File: src/rtl/fifo_pkg.sv
`default_nettype none
//==============================================================================
// Module      : fifo_pkg
// Description : Shared helpers for the async FIFO pointer blocks: Gray/binary
//               conversion functions that take the pointer width as an
//               argument, plus the reset values of the read-side status flags.
// Revision    : 1.0 - initial release
//==============================================================================
package fifo_pkg;

    // Reset values of the read-side status flags (FIFO starts empty).
    localparam logic RST_EMPTY        = 1'b1;
    localparam logic RST_ALMOST_EMPTY = 1'b1;
    localparam logic RST_UNDERFLOW    = 1'b0;

    // Binary to Gray over the low w bits; bits at and above w are returned as 0.
    function automatic logic [31:0] bin2gray(input logic [31:0] b, input int w);
        logic [31:0] g;
        logic [31:0] s;
        g = '0;
        s = b >> 1;
        for (int i = 0; i < 32; i++) begin
            if (i < w) begin
                g[i] = b[i] ^ (((i + 1) < w) ? s[i] : 1'b0);
            end
        end
        return g;
    endfunction

    // Gray to binary over the low w bits (XOR prefix from the MSB down).
    function automatic logic [31:0] gray2bin(input logic [31:0] g, input int w);
        logic [31:0] b;
        logic        acc;
        b   = '0;
        acc = 1'b0;
        for (int i = 31; i >= 0; i--) begin
            if (i < w) begin
                acc  = acc ^ g[i];
                b[i] = acc;
            end
        end
        return b;
    endfunction

endpackage : fifo_pkg
`default_nettype wire

File: src/rtl/rptr_empty_lvl_if.sv
`default_nettype none
//==============================================================================
// Module      : rptr_empty_lvl_if
// Description : Read-side bundle of the async FIFO. The master modport is the
//               consumer/synchronizer side; the slave modport is the
//               rptr_empty_lvl block.
//   rpop_n        words requested this cycle (0 = none)
//   rae_thresh    almost-empty threshold
//   rq2_wptr      Gray write pointer in the read clock domain
//   rptr          registered Gray read pointer
//   raddr         memory read address
//   rpop_acc      request accepted this cycle (combinational)
//   rlevel        registered fill level
//   rempty        registered empty flag
//   ralmost_empty registered almost-empty flag
//   runderflow    one-cycle pulse on a rejected pop
// Revision    : 1.0 - initial release
//==============================================================================
interface rptr_empty_lvl_if #(
    parameter int ADDRSIZE = 4,
    parameter int MAXPOP   = 4
);
    localparam int POPW = $clog2(MAXPOP + 1);

    logic [POPW-1:0]     rpop_n;
    logic [ADDRSIZE:0]   rae_thresh;
    logic [ADDRSIZE:0]   rq2_wptr;
    logic [ADDRSIZE:0]   rptr;
    logic [ADDRSIZE-1:0] raddr;
    logic                rpop_acc;
    logic [ADDRSIZE:0]   rlevel;
    logic                rempty;
    logic                ralmost_empty;
    logic                runderflow;

    modport master (
        output rpop_n, rae_thresh, rq2_wptr,
        input  rptr, raddr, rpop_acc, rlevel, rempty, ralmost_empty, runderflow
    );

    modport slave (
        input  rpop_n, rae_thresh, rq2_wptr,
        output rptr, raddr, rpop_acc, rlevel, rempty, ralmost_empty, runderflow
    );

endinterface : rptr_empty_lvl_if
`default_nettype wire

File: src/rtl/gray2bin_conv.sv
`default_nettype none
//==============================================================================
// Module      : gray2bin_conv
// Description : Combinational Gray-to-binary converter. Each binary bit is the
//               XOR of all Gray bits at and above its position.
//   gray_i  W-bit Gray code in
//   bin_o   W-bit binary out
// Revision    : 1.0 - initial release
//==============================================================================
module gray2bin_conv #(
    parameter int W = 5
) (
    input  wire logic [W-1:0] gray_i,
    output logic      [W-1:0] bin_o
);

    for (genvar i = 0; i < W; i++) begin : g_bit
        assign bin_o[i] = ^gray_i[W-1:i];
    end

endmodule : gray2bin_conv
`default_nettype wire

File: src/rtl/rptr_empty_lvl.sv
`default_nettype none
//==============================================================================
// Module      : rptr_empty_lvl
// Description : Read-side pointer and status block of the async FIFO. Accepts
//               all-or-nothing multi-word pops against the registered fill
//               level, keeps a binary read counter plus a registered Gray read
//               pointer, and produces level, empty, almost-empty and underflow.
//   rclk    read clock
//   rrst_n  synchronous active-low reset
//   bus     rptr_empty_lvl_if.slave (pop request, threshold, synchronized
//           write pointer in; read pointer, address and status out)
// Optional    : RPTR_INT_SYNC_EN - when defined, bus.rq2_wptr is the raw
//               write-domain Gray pointer and is passed through two internal
//               rclk flops before use.
// Revision    : 1.0 - initial release
//==============================================================================
module rptr_empty_lvl
    import fifo_pkg::*;
#(
    parameter int ADDRSIZE = 4,
    parameter int MAXPOP   = 4
) (
    input  wire logic         rclk,
    input  wire logic         rrst_n,
    rptr_empty_lvl_if.slave   bus
);

    localparam int PW   = ADDRSIZE + 1;
    localparam int POPW = $clog2(MAXPOP + 1);

    logic [PW-1:0] rbin_q, rbin_d;
    logic [PW-1:0] rptr_q, rgray_d;
    logic [PW-1:0] rlevel_q, rlevel_d;
    logic          rempty_q, rempty_d;
    logic          raempty_q, raempty_d;
    logic          runder_q, runder_d;

    logic [PW-1:0] wptr_use;
    logic [PW-1:0] wbin;
    logic [PW-1:0] pop_ext;
    logic [PW-1:0] grant;
    logic          pop_req;
    logic          pop_acc;

`ifdef RPTR_INT_SYNC_EN
    // Two-flop synchronizer for the raw write-domain Gray pointer.
    logic [PW-1:0] wsync1_q, wsync2_q;

    always_ff @(posedge rclk) begin
        if (!rrst_n) begin
            wsync1_q <= '0;
            wsync2_q <= '0;
        end else begin
            wsync1_q <= bus.rq2_wptr;
            wsync2_q <= wsync1_q;
        end
    end

    assign wptr_use = wsync2_q;
`else
    assign wptr_use = bus.rq2_wptr;
`endif

    gray2bin_conv #(.W(PW)) u_wbin (
        .gray_i (wptr_use),
        .bin_o  (wbin)
    );

    // Acceptance uses the registered level; the write pointer only moves
    // forward, so the true occupancy is never below it. Oversized requests
    // (beyond MAXPOP) are rejected outright.
    always_comb begin
        pop_ext = PW'(bus.rpop_n);
        pop_req = (bus.rpop_n != '0);
        pop_acc = pop_req
                  && (bus.rpop_n <= POPW'(MAXPOP))
                  && (pop_ext <= rlevel_q);
        grant   = pop_acc ? pop_ext : '0;
    end

    always_comb begin
        rbin_d    = rbin_q + grant;
        rgray_d   = PW'(bin2gray(32'(rbin_d), PW));
        rlevel_d  = wbin - rbin_d;
        rempty_d  = (rgray_d == wptr_use);
        raempty_d = (rlevel_d <= bus.rae_thresh);
        runder_d  = pop_req && !pop_acc;
    end

    always_ff @(posedge rclk) begin
        if (!rrst_n) begin
            rbin_q    <= '0;
            rptr_q    <= '0;
            rlevel_q  <= '0;
            rempty_q  <= RST_EMPTY;
            raempty_q <= RST_ALMOST_EMPTY;
            runder_q  <= RST_UNDERFLOW;
        end else begin
            rbin_q    <= rbin_d;
            rptr_q    <= rgray_d;
            rlevel_q  <= rlevel_d;
            rempty_q  <= rempty_d;
            raempty_q <= raempty_d;
            runder_q  <= runder_d;
        end
    end

    assign bus.rptr          = rptr_q;
    assign bus.raddr         = rbin_q[ADDRSIZE-1:0];
    assign bus.rpop_acc      = pop_acc;
    assign bus.rlevel        = rlevel_q;
    assign bus.rempty        = rempty_q;
    assign bus.ralmost_empty = raempty_q;
    assign bus.runderflow    = runder_q;

endmodule : rptr_empty_lvl
`default_nettype wire
File: src/flat_wrapper.sv
// flat-port wrapper written by rule: the top's interface ports become plain ports
module rptr_empty_lvl_flat import fifo_pkg::*;
#(
    parameter int ADDRSIZE = 4,
    parameter int MAXPOP   = 4
)
  (rclk, rrst_n, bus_rpop_n, bus_rae_thresh, bus_rq2_wptr, bus_rptr, bus_raddr, bus_rpop_acc, bus_rlevel, bus_rempty, bus_ralmost_empty, bus_runderflow);
  rptr_empty_lvl_if #(.ADDRSIZE(ADDRSIZE), .MAXPOP(MAXPOP)) bus_i ();
  input  wire logic rclk;
  input  wire logic rrst_n;
  input wire logic [$bits(bus_i.rpop_n)-1:0] bus_rpop_n;
  input wire logic [$bits(bus_i.rae_thresh)-1:0] bus_rae_thresh;
  input wire logic [$bits(bus_i.rq2_wptr)-1:0] bus_rq2_wptr;
  output wire logic [$bits(bus_i.rptr)-1:0] bus_rptr;
  output wire logic [$bits(bus_i.raddr)-1:0] bus_raddr;
  output wire logic [$bits(bus_i.rpop_acc)-1:0] bus_rpop_acc;
  output wire logic [$bits(bus_i.rlevel)-1:0] bus_rlevel;
  output wire logic [$bits(bus_i.rempty)-1:0] bus_rempty;
  output wire logic [$bits(bus_i.ralmost_empty)-1:0] bus_ralmost_empty;
  output wire logic [$bits(bus_i.runderflow)-1:0] bus_runderflow;
  assign bus_i.rpop_n = bus_rpop_n;
  assign bus_i.rae_thresh = bus_rae_thresh;
  assign bus_i.rq2_wptr = bus_rq2_wptr;
  assign bus_rptr = bus_i.rptr;
  assign bus_raddr = bus_i.raddr;
  assign bus_rpop_acc = bus_i.rpop_acc;
  assign bus_rlevel = bus_i.rlevel;
  assign bus_rempty = bus_i.rempty;
  assign bus_ralmost_empty = bus_i.ralmost_empty;
  assign bus_runderflow = bus_i.runderflow;
  rptr_empty_lvl #(.ADDRSIZE(ADDRSIZE), .MAXPOP(MAXPOP)) u_core (.rclk(rclk), .rrst_n(rrst_n), .bus(bus_i));
endmodule
File: config.mk
export PLATFORM = sky130hd
export DESIGN_NAME = rptr_empty_lvl_flat
export DESIGN_NICKNAME = d
export VERILOG_FILES = /design/src/rtl/fifo_pkg.sv /design/src/rtl/rptr_empty_lvl_if.sv /design/src/rtl/gray2bin_conv.sv /design/src/rtl/rptr_empty_lvl.sv /design/src/flat_wrapper.sv
export SDC_FILE = /design/constraint.sdc
export NUM_CORES = 1
export LEC_CHECK = 0
export CORE_MARGIN = 2
export CORE_UTILIZATION = 55
export DETAILED_ROUTE_END_ITERATION = 8
export DONT_BUFFER_PORTS = 1
export PLACE_DENSITY_LB_ADDON = 0.15
export SLEW_MARGIN = 20
export SYNTH_ARGS = -nofsm -noshare
export SYNTH_HDL_FRONTEND = slang
export SYNTH_SLANG_ARGS = --single-unit
File: constraint.sdc
create_clock -name rclk -period 7.08 [get_ports rclk]
set_clock_uncertainty 0.15 [all_clocks]
set_input_delay 2.124 -clock rclk [delete_from_list [all_inputs] [get_ports rclk]]
set_output_delay 2.124 -clock rclk [all_outputs]
set_load 0.01 [all_outputs]
==> results.toml <==
[run_status]
outcome = "completed"

[grt]
gr-usage-all-layers = 0.174
grt_pass1_wl_um = 3170
grt_overflow = 0
antenna_found_initial = 0
first_global_vias = 745
grt_max_degree = 18

[clock_network]
cts_setup_buffers = 0
cts_tree = "yes"
cts_buffers = 3
clk_latency_ns = 0.29
h-tree-depth = 1
clock-root-buffer = "clkbuf_4"
ctsResizeCount = 0
clk_pin_slew_worst_paths_ns = 0.09
clockBufferDepth = 2
cts_hold_buf = 0
clkSinkCount = 17

[synthesis]
synth_largest_area_cell = "dfxtp_1"
syn_area_per_cell_sq_um = 9.83
ys_warn_count = 0
synthCells = 114
seq_area_frac_synth = 0.304
synthDominantCellAreaShare = 0.304
synth_area_sq_um = 1120
ys_top_cells_by_area = "dfxtp_1 30%, ha_1 18%, and2_1 7.8%"
ys_ff_latch = 17
syn_nets = 147
synth.distinct_cells = 24

[placed_design]
place_ws_ns = 1.01
placed_cells = 141
numPortBuffers = 0
dpl.hpwl_um = 1490
gp_congestion = 0.743
placed_cell_area_sq_um = 1160

[routing]
first_pass_iters = 4
vias = 759
drc_errors = 0
drtAntennaViolNets = 0
routed_via_density = 5.23
drt-wirelength-per-cell_um = 12.4
drt_iter0_drc = 4
routed_wl_um = 1790

[cells_and_area]
nFillCells = 190
area_growth_pct = 5.69
diodes = 0
drive_above_1_share = 0.0763
stdcell_area_sq_um = 1180
instances_no_fill = 145
final_util = 0.610
nets = 152

[die]
num_rows = 16
core_region_area_sq_um = 1940
initial_utilization = 0.577
die-area_sq_um = 2420
num_io_pins = 33
die_w_um = 49.1
fp.dieH_um = 49.1

[power_and_ir_drop]
internal-power_mw = 0.281
pwr-share-comb = 0.560
p_leak_nw = 0.567
swShare = 0.406
p_total_mw = 0.474
p_per_area_nw_per_um2 = 400
vdd_ir_drop_max_v = 0.000257
switchingPower_mw = 0.192
clock_power_share = 0.107
p_seq_frac = 0.333

[timing]
period_minus_slack_ns = 5.76
maxSlewHeadroom = 0.686
finalSetupTns_ns = 0
fin_ws_ns = 1.32
holdWs_ns = 0.683
max_slew.worst_pin.slew_ns = 0.470
grt_setup_unrepaired = "false"
drv_slew = 0
fin_crit_sh = 0.813
setup_violations = 0
hold_viol = 0
fmax_mhz = 174

[worst_setup_path]
path_cells = "ha_1 -> a311o_1 -> o21a_1 -> and2_1 -> ha_1 -> fa_1 -> xor2_1 -> inv_1 -> ha_1 -> xor2_1 -> ha_1 -> o21a_1 -> o21a_1 -> o21a_1 -> o221ai_1"
cp.arrival_ns = 5.82
critPathBufInv = 1
cp-end-kind = "flip-flop"
critical_path_peak_fanout = 5
worst_setup_path_start_kind = "input port"
slowest_delay_ns = 0.44
cp_top_family = "adder cells"
worstPathRequired_ns = 7.14
worstSetupPathType = "input port to flip-flop"
slowest_stage = "xor2_1"

[hold_path]
hold_path_class = "flip-flop to flip-flop"

[job]
cap_violations = 0
cell usage after synthesis, drive strengths merged:
master,number
a21oi,5
fa,2
nor2,3
and2b,1
a311o,1
o221ai,1
nor3b,1
xor2,8
xnor3,1
o21a,4
nand3,2
nor2b,3
o41ai,1
and2,15
clkbuf,1
xnor2,10
a21o,5
a32oi,1
nand2,3
dfxtp,17
ha,16
inv,13
worst register-to-register path: stages (launching register included):
cell and delay (ns):
dfxtp_1 0.38, inv_1 0.06, ha_1 0.30, a311o_1 0.35
o21a_1 0.26, and2_1 0.19, ha_1 0.20, fa_1 0.42
xor2_1 0.44, inv_1 0.14, ha_1 0.36, xor2_1 0.22
ha_1 0.28, o21a_1 0.11, o21a_1 0.16, o21a_1 0.16
o221ai_1 0.14
sequential cells by signal, summed over array words and instances, names as in the netlist:
register	count
u_core.bus.rlevel	5
u_core.bus.rptr	5
u_core.rbin_q	4
u_core.bus.ralmost_empty	1
u_core.bus.runderflow	1
u_core.bus.rempty	1
cell type report:
cell class	instances	area [sq um]	share of cell area
well taps	27	33.8	0.0285
inverters	13	48.8	0.0412
repair buffers	1	7.51	0.00634
clock buffers	4	26.3	0.0222
flip-flops and latches	17	340	0.287
multi-input cells	83	728	0.615
power groups by stage:
stage / clock network, mW / registers, mW / logic (mW)
2_1_floorplan: 0 / 0.156 / 0.223
3_3_place_gp: 0 / 0.161 / 0.261
3_5_place_dp: 0 / 0.161 / 0.267
4_1_cts: 0.0539 / 0.158 / 0.269
5_1_grt: 0.0569 / 0.161 / 0.306
6_report: 0.0509 / 0.158 / 0.265
kinds of logic after synthesis:
| group | Yosys count | synth area share |
|---|---|---|
| buffers and inverters | 14 | 0.0469 |
| adders and majority gates | 18 | 0.214 |
| DFF | 17 | 0.304 |
| AOI/OAI and AO/OA | 18 | 0.129 |
| and+or+nand+nor | 28 | 0.145 |
| xor gates and xnor gates | 19 | 0.161 |
path summary, 6_finish.rpt:
path,startpoint,end,slack (ns),cells after the start
worst max-delay path,bus_rpop_n[1],u_core.bus.ralmost_empty,1.32,15
worst max register to register,u_core.bus.rlevel[1],u_core.bus.ralmost_empty,2.69,16
worst min register to register,u_core.rbin_q[0],u_core.rbin_q[0],0.68,2
worst min-delay path,u_core.rbin_q[0],u_core.rbin_q[0],0.68,2
routing by layer:
metal	vias to the layer above	GRT usage	routed length [um]
li1	389	-	-
met1	342	0.202	775
met2	23	0.284	842
met3	5	0.0491	129
met4	0	0.100	42
met5	-	0	0
placed cells by master, fill, tap and decap left out:
master    instances
a21o_1            4
a21o_2            1
a21oi_1           5
a311o_1           1
a32oi_2           1
and2_1           14
and2_2            1
and2b_2           1
buf_4             1
clkbuf_1          1
clkbuf_4          3
dfxtp_1          17
fa_1              2
ha_1             16
inv_1            13
nand2_1           3
nand3_1           2
nor2_1            3
nor2b_1           3
nor3b_1           1
o21a_1            4
o221ai_1          1
o41ai_2           1
xnor2_1          10
xnor3_1           1
xor2_1            8
Note: power is estimated with default switching activity, not from simulation.
